### config.mk
export PLATFORM = sky130hd
export DESIGN_NAME = icache_sa
export DESIGN_NICKNAME = d
export VERILOG_FILES = /design/src/rtl/cpu_types_pkg.sv /design/src/rtl/icache_sa_lookup.sv /design/src/rtl/icache_sa.sv
export SDC_FILE = /design/constraint.sdc
export NUM_CORES = 1
export LEC_CHECK = 0
export BUFFER_PORTS_ARGS = -buffer_cell sky130_fd_sc_hd__buf_2
export CORE_MARGIN = 2
export CORE_UTILIZATION = 24
export CTS_BUF_LIST = sky130_fd_sc_hd__clkbuf_2 sky130_fd_sc_hd__clkbuf_4 sky130_fd_sc_hd__clkbuf_8
export DETAILED_ROUTE_END_ITERATION = 6
export GPL_ROUTABILITY_DRIVEN = 0
export PLACE_DENSITY = 0.34
export SLEW_MARGIN = 20
export SYNTH_ARGS = -nofsm -noshare
export SYNTH_HDL_FRONTEND = slang
export SYNTH_SLANG_ARGS = --single-unit
### constraint.sdc
create_clock -name CLK -period 7.8 [get_ports CLK]
set_input_delay 0.78 -clock CLK [delete_from_list [all_inputs] [get_ports CLK]]
set_output_delay 0.78 -clock CLK [all_outputs]
set_load 0.05 [all_outputs]
### src/rtl/cpu_types_pkg.sv
// Shared CPU type definitions: the set-associative instruction cache frame,
// its controller states and the fetch-address field layout.
package cpu_types_pkg;

  // Default geometry of the set-associative instruction cache
  localparam int ICACHE_WORD_W    = 32;
  localparam int ICACHE_SETS      = 8;
  localparam int ICACHE_WAYS      = 2;
  localparam int ICACHE_BLK_WORDS = 2;
  localparam int ICACHE_IDX_W     = $clog2(ICACHE_SETS);
  localparam int ICACHE_WOFF_W    = $clog2(ICACHE_BLK_WORDS);
  localparam int ICACHE_TAG_W     = ICACHE_WORD_W - 2 - ICACHE_WOFF_W - ICACHE_IDX_W;

  // Controller states: serve hits, stream a block in, commit it to the array
  typedef enum logic [1:0] {
    IDLE  = 2'd0,
    FILL  = 2'd1,
    WRITE = 2'd2
  } icache_state_t;

  // Byte address split into tag / set index / word-in-block / byte
  typedef struct packed {
    logic [ICACHE_TAG_W-1:0]  tag;
    logic [ICACHE_IDX_W-1:0]  idx;
    logic [ICACHE_WOFF_W-1:0] woff;
    logic [1:0]               bo;
  } icache_addr_t;

  // One cache line (frame) as held in a set/way
  typedef struct packed {
    logic                                          valid;
    logic [ICACHE_TAG_W-1:0]                       tag;
    logic [ICACHE_BLK_WORDS-1:0][ICACHE_WORD_W-1:0] data;
  } icache_frame_t;

  // log2 that never returns zero, for sizing selectors of 1-entry ranges
  function automatic int clog2_min1(input int n);
    return (n <= 1) ? 1 : $clog2(n);
  endfunction

endpackage

### src/rtl/icache_sa_lookup.sv
// Combinational tag compare across all ways of one set.
// Returns whether any valid way matches and which way it is.
module icache_sa_lookup #(
  parameter int TAG_W  = 26,
  parameter int WAYS   = 2,
  parameter int WAY_SW = 1
) (
  input  logic [TAG_W-1:0]  tag,
  input  logic [TAG_W-1:0]  way_tag [WAYS],
  input  logic [WAYS-1:0]   way_valid,
  output logic              hit,
  output logic [WAY_SW-1:0] way
);

  // Scan every way; tags are unique within a set so at most one matches
  always_comb begin
    // NOTE: combinational outputs get a default before the loop so no path
    // leaves them unassigned (no latch), and use blocking '=' throughout.
    hit = 1'b0;
    way = '0;
    for (int w = 0; w < WAYS; w++) begin
      if (way_valid[w] && (way_tag[w] == tag)) begin
        hit = 1'b1;
        way = WAY_SW'(w);
      end
    end
  end

endmodule

### src/rtl/icache_sa.sv
// Set-associative, multi-word-block instruction cache between fetch and the
// memory arbiter. Hits are served combinationally; a miss streams the whole
// block in through the arbiter, then commits it to a round-robin victim way.
// Supports a global flush and counts misses.
module icache_sa
  import cpu_types_pkg::*;
#(
  parameter int WORD_W    = 32,
  parameter int SETS      = 8,
  parameter int WAYS      = 2,
  parameter int BLK_WORDS = 2,
  parameter int CNT_W     = 16
) (
  input  logic              CLK,
  input  logic              nRST,
  input  logic              imemREN,
  input  logic [WORD_W-1:0] imemaddr,
  output logic              ihit,
  output logic [WORD_W-1:0] imemload,
  input  logic              flush,
  output logic              iREN,
  output logic [WORD_W-1:0] iaddr,
  input  logic              iwait,
  input  logic [WORD_W-1:0] iload,
  output logic [CNT_W-1:0]  miss_cnt
);

  localparam int IDX_W   = $clog2(SETS);
  localparam int WOFF_W  = $clog2(BLK_WORDS);
  localparam int TAG_W   = WORD_W - 2 - WOFF_W - IDX_W;
  localparam int WOFF_SW = clog2_min1(BLK_WORDS);
  localparam int WAY_SW  = clog2_min1(WAYS);

  // Fetch address fields
  logic [TAG_W-1:0]   req_tag;
  logic [IDX_W-1:0]   req_idx;
  logic [WOFF_SW-1:0] req_off;
  logic               unused_byte_bits;

  assign req_tag          = imemaddr[WORD_W-1 -: TAG_W];
  assign req_idx          = imemaddr[2+WOFF_W +: IDX_W];
  assign unused_byte_bits = ^imemaddr[1:0];

  generate
    if (WOFF_W == 0) begin : g_off_single
      assign req_off = '0;
    end else begin : g_off_multi
      assign req_off = imemaddr[2 +: WOFF_W];
    end
  endgenerate

  // Line storage: valid and round-robin pointers are control state, tag and
  // data arrays are plain memory
  logic [WAYS-1:0]   valid_q [SETS];
  logic [WAY_SW-1:0] rr_q    [SETS];
  logic [TAG_W-1:0]  tag_q   [SETS][WAYS];
  logic [WORD_W-1:0] data_q  [SETS][WAYS][BLK_WORDS];

  // Miss context captured when a fill starts
  icache_state_t      state_q, state_d;
  logic [TAG_W-1:0]   miss_tag_q;
  logic [IDX_W-1:0]   miss_idx_q;
  logic [WAY_SW-1:0]  victim_q;
  logic [WOFF_SW-1:0] fill_cnt_q;
  logic [WORD_W-1:0]  line_buf_q [BLK_WORDS];
  logic [CNT_W-1:0]   miss_cnt_q;
  logic [WORD_W-1:0]  fill_addr;

  // Lookup results for the indexed set
  logic [TAG_W-1:0]  set_tags [WAYS];
  logic              lookup_hit;
  logic [WAY_SW-1:0] hit_way;

  // Control events
  logic miss_start;
  logic beat_ok;
  logic last_beat;
  logic commit;

  // Present the tags of the indexed set to the comparator
  always_comb begin
    for (int w = 0; w < WAYS; w++) begin
      set_tags[w] = tag_q[req_idx][w];
    end
  end

  icache_sa_lookup #(
    .TAG_W  (TAG_W),
    .WAYS   (WAYS),
    .WAY_SW (WAY_SW)
  ) u_lookup (
    .tag       (req_tag),
    .way_tag   (set_tags),
    .way_valid (valid_q[req_idx]),
    .hit       (lookup_hit),
    .way       (hit_way)
  );

  assign miss_start = (state_q == IDLE) && imemREN && !lookup_hit && !flush;
  assign beat_ok    = (state_q == FILL) && !iwait && !flush;
  assign last_beat  = beat_ok && (fill_cnt_q == WOFF_SW'(BLK_WORDS - 1));
  assign commit     = (state_q == WRITE) && !flush;

  // Word address of the current beat: block base plus word counter
  generate
    if (WOFF_W == 0) begin : g_addr_single
      assign fill_addr = {miss_tag_q, miss_idx_q, 2'b00};
    end else begin : g_addr_multi
      assign fill_addr = {miss_tag_q, miss_idx_q, fill_cnt_q, 2'b00};
    end
  endgenerate

  // State register
  always_ff @(posedge CLK or negedge nRST) begin
    // NOTE: registered state is always written with non-blocking '<=' so
    // every flop samples values from before the clock edge.
    if (!nRST) state_q <= IDLE;
    else       state_q <= state_d;
  end

  // Next-state: miss starts a fill, flush aborts anything back to IDLE
  always_comb begin
    state_d = state_q;
    unique case (state_q)
      IDLE:    if (miss_start) state_d = FILL;
      FILL: begin
        if (flush)          state_d = IDLE;
        else if (last_beat) state_d = WRITE;
      end
      WRITE:   state_d = IDLE;
      default: state_d = IDLE;
    endcase
  end

  // Outputs: hits only while idle, arbiter request only while filling
  always_comb begin
    ihit     = 1'b0;
    imemload = '0;
    iREN     = 1'b0;
    iaddr    = '0;
    if ((state_q == IDLE) && imemREN && !flush && lookup_hit) begin
      ihit     = 1'b1;
      imemload = data_q[req_idx][hit_way][req_off];
    end
    if (state_q == FILL) begin
      iREN  = 1'b1;
      iaddr = fill_addr;
    end
  end

  // Miss context, beat counter and miss counter
  always_ff @(posedge CLK or negedge nRST) begin
    if (!nRST) begin
      miss_tag_q <= '0;
      miss_idx_q <= '0;
      victim_q   <= '0;
      fill_cnt_q <= '0;
      miss_cnt_q <= '0;
    end else if (miss_start) begin
      miss_tag_q <= req_tag;
      miss_idx_q <= req_idx;
      victim_q   <= rr_q[req_idx];
      fill_cnt_q <= '0;
      miss_cnt_q <= miss_cnt_q + 1'b1;
    end else if (beat_ok) begin
      fill_cnt_q <= fill_cnt_q + 1'b1;
    end
  end

  // Collect accepted beats into the line buffer
  always_ff @(posedge CLK) begin
    // NOTE: buffer and tag/data arrays carry no reset; valid bits alone say
    // whether their contents mean anything.
    if (beat_ok) line_buf_q[fill_cnt_q] <= iload;
  end

  // Valid bits and round-robin pointers: cleared by flush, updated on commit
  always_ff @(posedge CLK or negedge nRST) begin
    if (!nRST) begin
      for (int s = 0; s < SETS; s++) begin
        valid_q[s] <= '0;
        rr_q[s]    <= '0;
      end
    end else if (flush) begin
      for (int s = 0; s < SETS; s++) begin
        valid_q[s] <= '0;
        rr_q[s]    <= '0;
      end
    end else if (commit) begin
      valid_q[miss_idx_q][victim_q] <= 1'b1;
      rr_q[miss_idx_q]              <= (WAYS == 1) ? '0 : victim_q + 1'b1;
    end
  end

  // Commit the buffered block and its tag into the victim way
  always_ff @(posedge CLK) begin
    if (commit) begin
      tag_q[miss_idx_q][victim_q] <= miss_tag_q;
      for (int k = 0; k < BLK_WORDS; k++) begin
        data_q[miss_idx_q][victim_q][k] <= line_buf_q[k];
      end
    end
  end

  assign miss_cnt = miss_cnt_q;

endmodule

==> parameters.txt <==
Parameter                              Value

Yosys
  Number of storage elements in the synthesis netlist    1,577
  Share of the synthesized area in the top cell type    73.9%
  Synth Flop Type    sky130_fd_sc_hd__edfxtp_1
  Cell types with the largest area share after synthesis    sky130_fd_sc_hd__edfxtp_1 (74%), sky130_fd_sc_hd__mux4_2 (15%), sky130_fd_sc_hd__dfrtp_1 (3.0%), sky130_fd_sc_hd__mux2i_1 (2.0%), sky130_fd_sc_hd__nand2_1 (0.70%)
  Leading cell types by count after synthesis    sky130_fd_sc_hd__edfxtp_1 (1,504), sky130_fd_sc_hd__mux4_2 (397), sky130_fd_sc_hd__mux2i_1 (125)
  Number of enable flip-flop cells after synthesis    1,504
  Count of mapped cells out of synthesis    2,758
  Portion of the post-synthesis area used by sequential elements    76.8%
  Share of synthesized flip-flops with an asynchronous set or reset    4.63%
  Total standard cell area after synthesis    61,100 um^2
  YS warnings    0
  Most common cell in the synthesized netlist    sky130_fd_sc_hd__edfxtp_1
  Post-Syn Area per Cell    22.2 um^2
  Largest area contributor in the synthesized netlist    sky130_fd_sc_hd__edfxtp_1
  Number of distinct library cells after synthesis    50

Hold path
  Worst min-delay path category    input pin to flop
  Instance count along the most critical hold path    2
  Endpoint, Worst Hold    miss_tag_q[19]
  Start point of the worst min-delay path    imemaddr[25]

Floorplanning
  Vertical extent of the die    509 um
  Die outline area    259,000 um^2
  Ports placed on the boundary    151
  Row cnt    185
  Floorplan core area    254,000 um^2
  Initial cell density of the core    24.1%
  Die Wd    509 um

Place
  Estimated wirelength of the detail-placed design    89,500 um
  IO buf count    146

Drt
  Average wire length per cell after detail routing    26.0 um
  DRT antenna net count    0
  Initial drt markers    1,868
  Total detailed-routing wirelength    176,000 um
  Vias    29,500
  Initial DRT Pass Iterations    5
  Post-detailed-route via-to-cell ratio    4.36
  Number of remaining DRC errors    0

Setup path
  Endpoint arrival time on the critical path    5680 ps
  Maximum net fanout on the critical path    49
  Endpoint of the worst-slack reg-to-reg timing path    miss_tag_q[7]
  Kind of end point of the critical path    primary output
  Kind of start point of the critical path    input pin
  Req. time, crit path    7020 ps
  Beginning of the worst register-to-register path    tag_q[4][25]
  Minimum setup slack among reg-to-reg paths    2830 ps
  Crit path kind    input pin to primary output
  R2R depth    10

Finish
  Area overhead of the layout relative to synthesis    19.0%
  Fraction of final layout cells sized beyond drive strength 1    33.4%
  NumNets Final    3,251
  Final Util    28.7%
  Fill count    25,100

Timing
  Clock Skew    95.9 ps
  Total Neg Setup Slack    0 ps
  Maximum achievable frequency    155 MHz
  Slew at the pin with the worst max-slew slack    1130 ps
  Total count of hold-check failures in the final report    0
  Part of the cycle the worst path needs    82.8%
  RSZ-0062 raised after global routing    no
  Final Critical Period    6460 ps
  Max Slew Vio Count    0
  Final hold slack    143 ps
  Worst slew margin relative to its limit    24.8%
  Final-report setup violation count    0

Power and ir drop
  Largest vdd supply drop    0.000224 V
  Total power density per cell area    260 nW/um^2
  Total leakage power    23.4 nW
  Overall power of the completed layout    18.9 mW

CTS
  Buffers from clock root to sink, at most    4
  Sinks on Clock Net    1,577
  Post-cts hold buffer count    47
  Gates resized, CTS repair    0
  CTS H-tree depth    5
  CTS root buffer    sky130_fd_sc_hd__clkbuf_8
  Clock tree from TritonCTS    done
  Clk slew on worst S/H paths    60 ps
  Setup Fix Bufs, Post-CTS    0
  Inserted Clock Buffers    301
  Clock latency reported for the late side of the worst-skew pair    1020 ps

GRT
  Tot GR Track Use    13.6%
  Initial antenna violation count    9
  Wire length of the first global-routing pass    248,000 um
  Vias in the first global route    33,100
  Pin count of the biggest net entering global routing    91
  Total overflow reported by the global router    0

Run
  Reported max-cap violation count    0

Run status
  Status    finished, final reports clean
[report_power, final]
group / switching, mW / internal (mW) / leakage [nW]
sequential: 0.228 / 9.47 / 14.4
combinational: 0.610 / 0.380 / 5.76
clock: 3.46 / 4.77 / 3.15
total: 4.30 / 14.6 / 23.4
[critical path, cell delays in order]
cell	delay [ps]
sky130_fd_sc_hd__buf_8	470
sky130_fd_sc_hd__buf_4	780
sky130_fd_sc_hd__mux4_2	600
sky130_fd_sc_hd__mux2i_1	170
sky130_fd_sc_hd__xor2_1	180
sky130_fd_sc_hd__nand2_1	60
sky130_fd_sc_hd__or4_1	520
sky130_fd_sc_hd__nor4_1	360
sky130_fd_sc_hd__buf_4	220
sky130_fd_sc_hd__o21bai_4	240
sky130_fd_sc_hd__buf_4	400
sky130_fd_sc_hd__nor2_1	440
sky130_fd_sc_hd__buf_2	350
[worst max-delay path by stage]
stage                           endpoint  depth (start not counted)   startpoint
final                       imemload[30]                         13  imemaddr[3]
after global routing        imemload[30]                         13  imemaddr[3]
after floorplan           data_q[7][100]                          5        flush
after global placement      imemload[30]                         13  imemaddr[3]
after detailed placement    imemload[30]                         13  imemaddr[3]
after CTS                   imemload[30]                         13  imemaddr[3]
[area by class of cell]
| class | instances | area, um^2 | area share [%] |
|---|---|---|---|
| diodes | 3 | 7.51 | 0.0103 |
| clock buffers | 393 | 4930 | 6.77 |
| clock inverters | 124 | 1080 | 1.48 |
| inverters | 22 | 82.6 | 0.114 |
| multi-input cells | 1013 | 13500 | 18.6 |
| flip-flops and latches | 1577 | 47000 | 64.6 |
| well taps | 3366 | 4210 | 5.79 |
| repair buffers | 266 | 1900 | 2.61 |
[stage by stage]
stage          instance area (um^2)  std cells  setup WS (ps)
6_report                      72700       6764           1340
5_1_grt                       72700       6762            768
3_5_place_dp                  66300       6197           1030
3_3_place_gp                  66300       6197           1070
4_1_cts                       72700       6761           1020
2_1_floorplan                 61200       2759           1610
[state kept, by name (all words and copies together) (netlist names)]
name / cells
tag_q: 416
state_q: 2
valid_q: 16
miss_cnt: 16
fill_cnt_q: 1
miss_tag_q: 26
data_q: 1024
victim_q: 1
miss_idx_q: 3
line_buf_q: 64
rr_q: 8
[layer usage]
metal	global-route usage (%)	vias to the layer above	share of wire, %
li1	-	12400	-
met1	17.2	16200	43
met5	0	-	0
met3	2.75	275	4.4
met4	3.62	0	1.9
met2	23.7	685	51
[cells by family after synthesis]
| kind of cell | synth area share (%) |
|---|---|
| xor+xnor | 0.917 |
| mux | 18.0 |
| compound gates | 0.847 |
| other cells | 0.00613 |
| fa+ha+maj | 0.0205 |
| flops | 76.8 |
| buf+inv | 1.27 |
| simple gates | 2.14 |
[cells in the final DEF (no fill, tap or decap), drive strengths merged, types with 4 or more instances in the layout]
master,synthesis,routed
a21oi,10,10
a221oi,6,6
a22oi,22,22
and2,35,35
and3,4,4
buf,75,219
bufinv,0,20
clkbuf,72,393
clkinv,0,93
clkinvlp,0,6
dfrtp,73,73
dlygate4sd3,0,47
edfxtp,1504,1504
inv,22,27
mux2,70,70
mux2i,125,125
mux4,397,397
nand2,114,114
nand2b,4,4
nand3,10,10
nand4,8,8
nor2,61,61
nor2b,6,6
nor3,6,6
nor4,8,8
o21ai,11,11
o22ai,18,18
or3,11,11
xnor2,24,24
xor2,40,40
(Power assumes the default switching activity.)
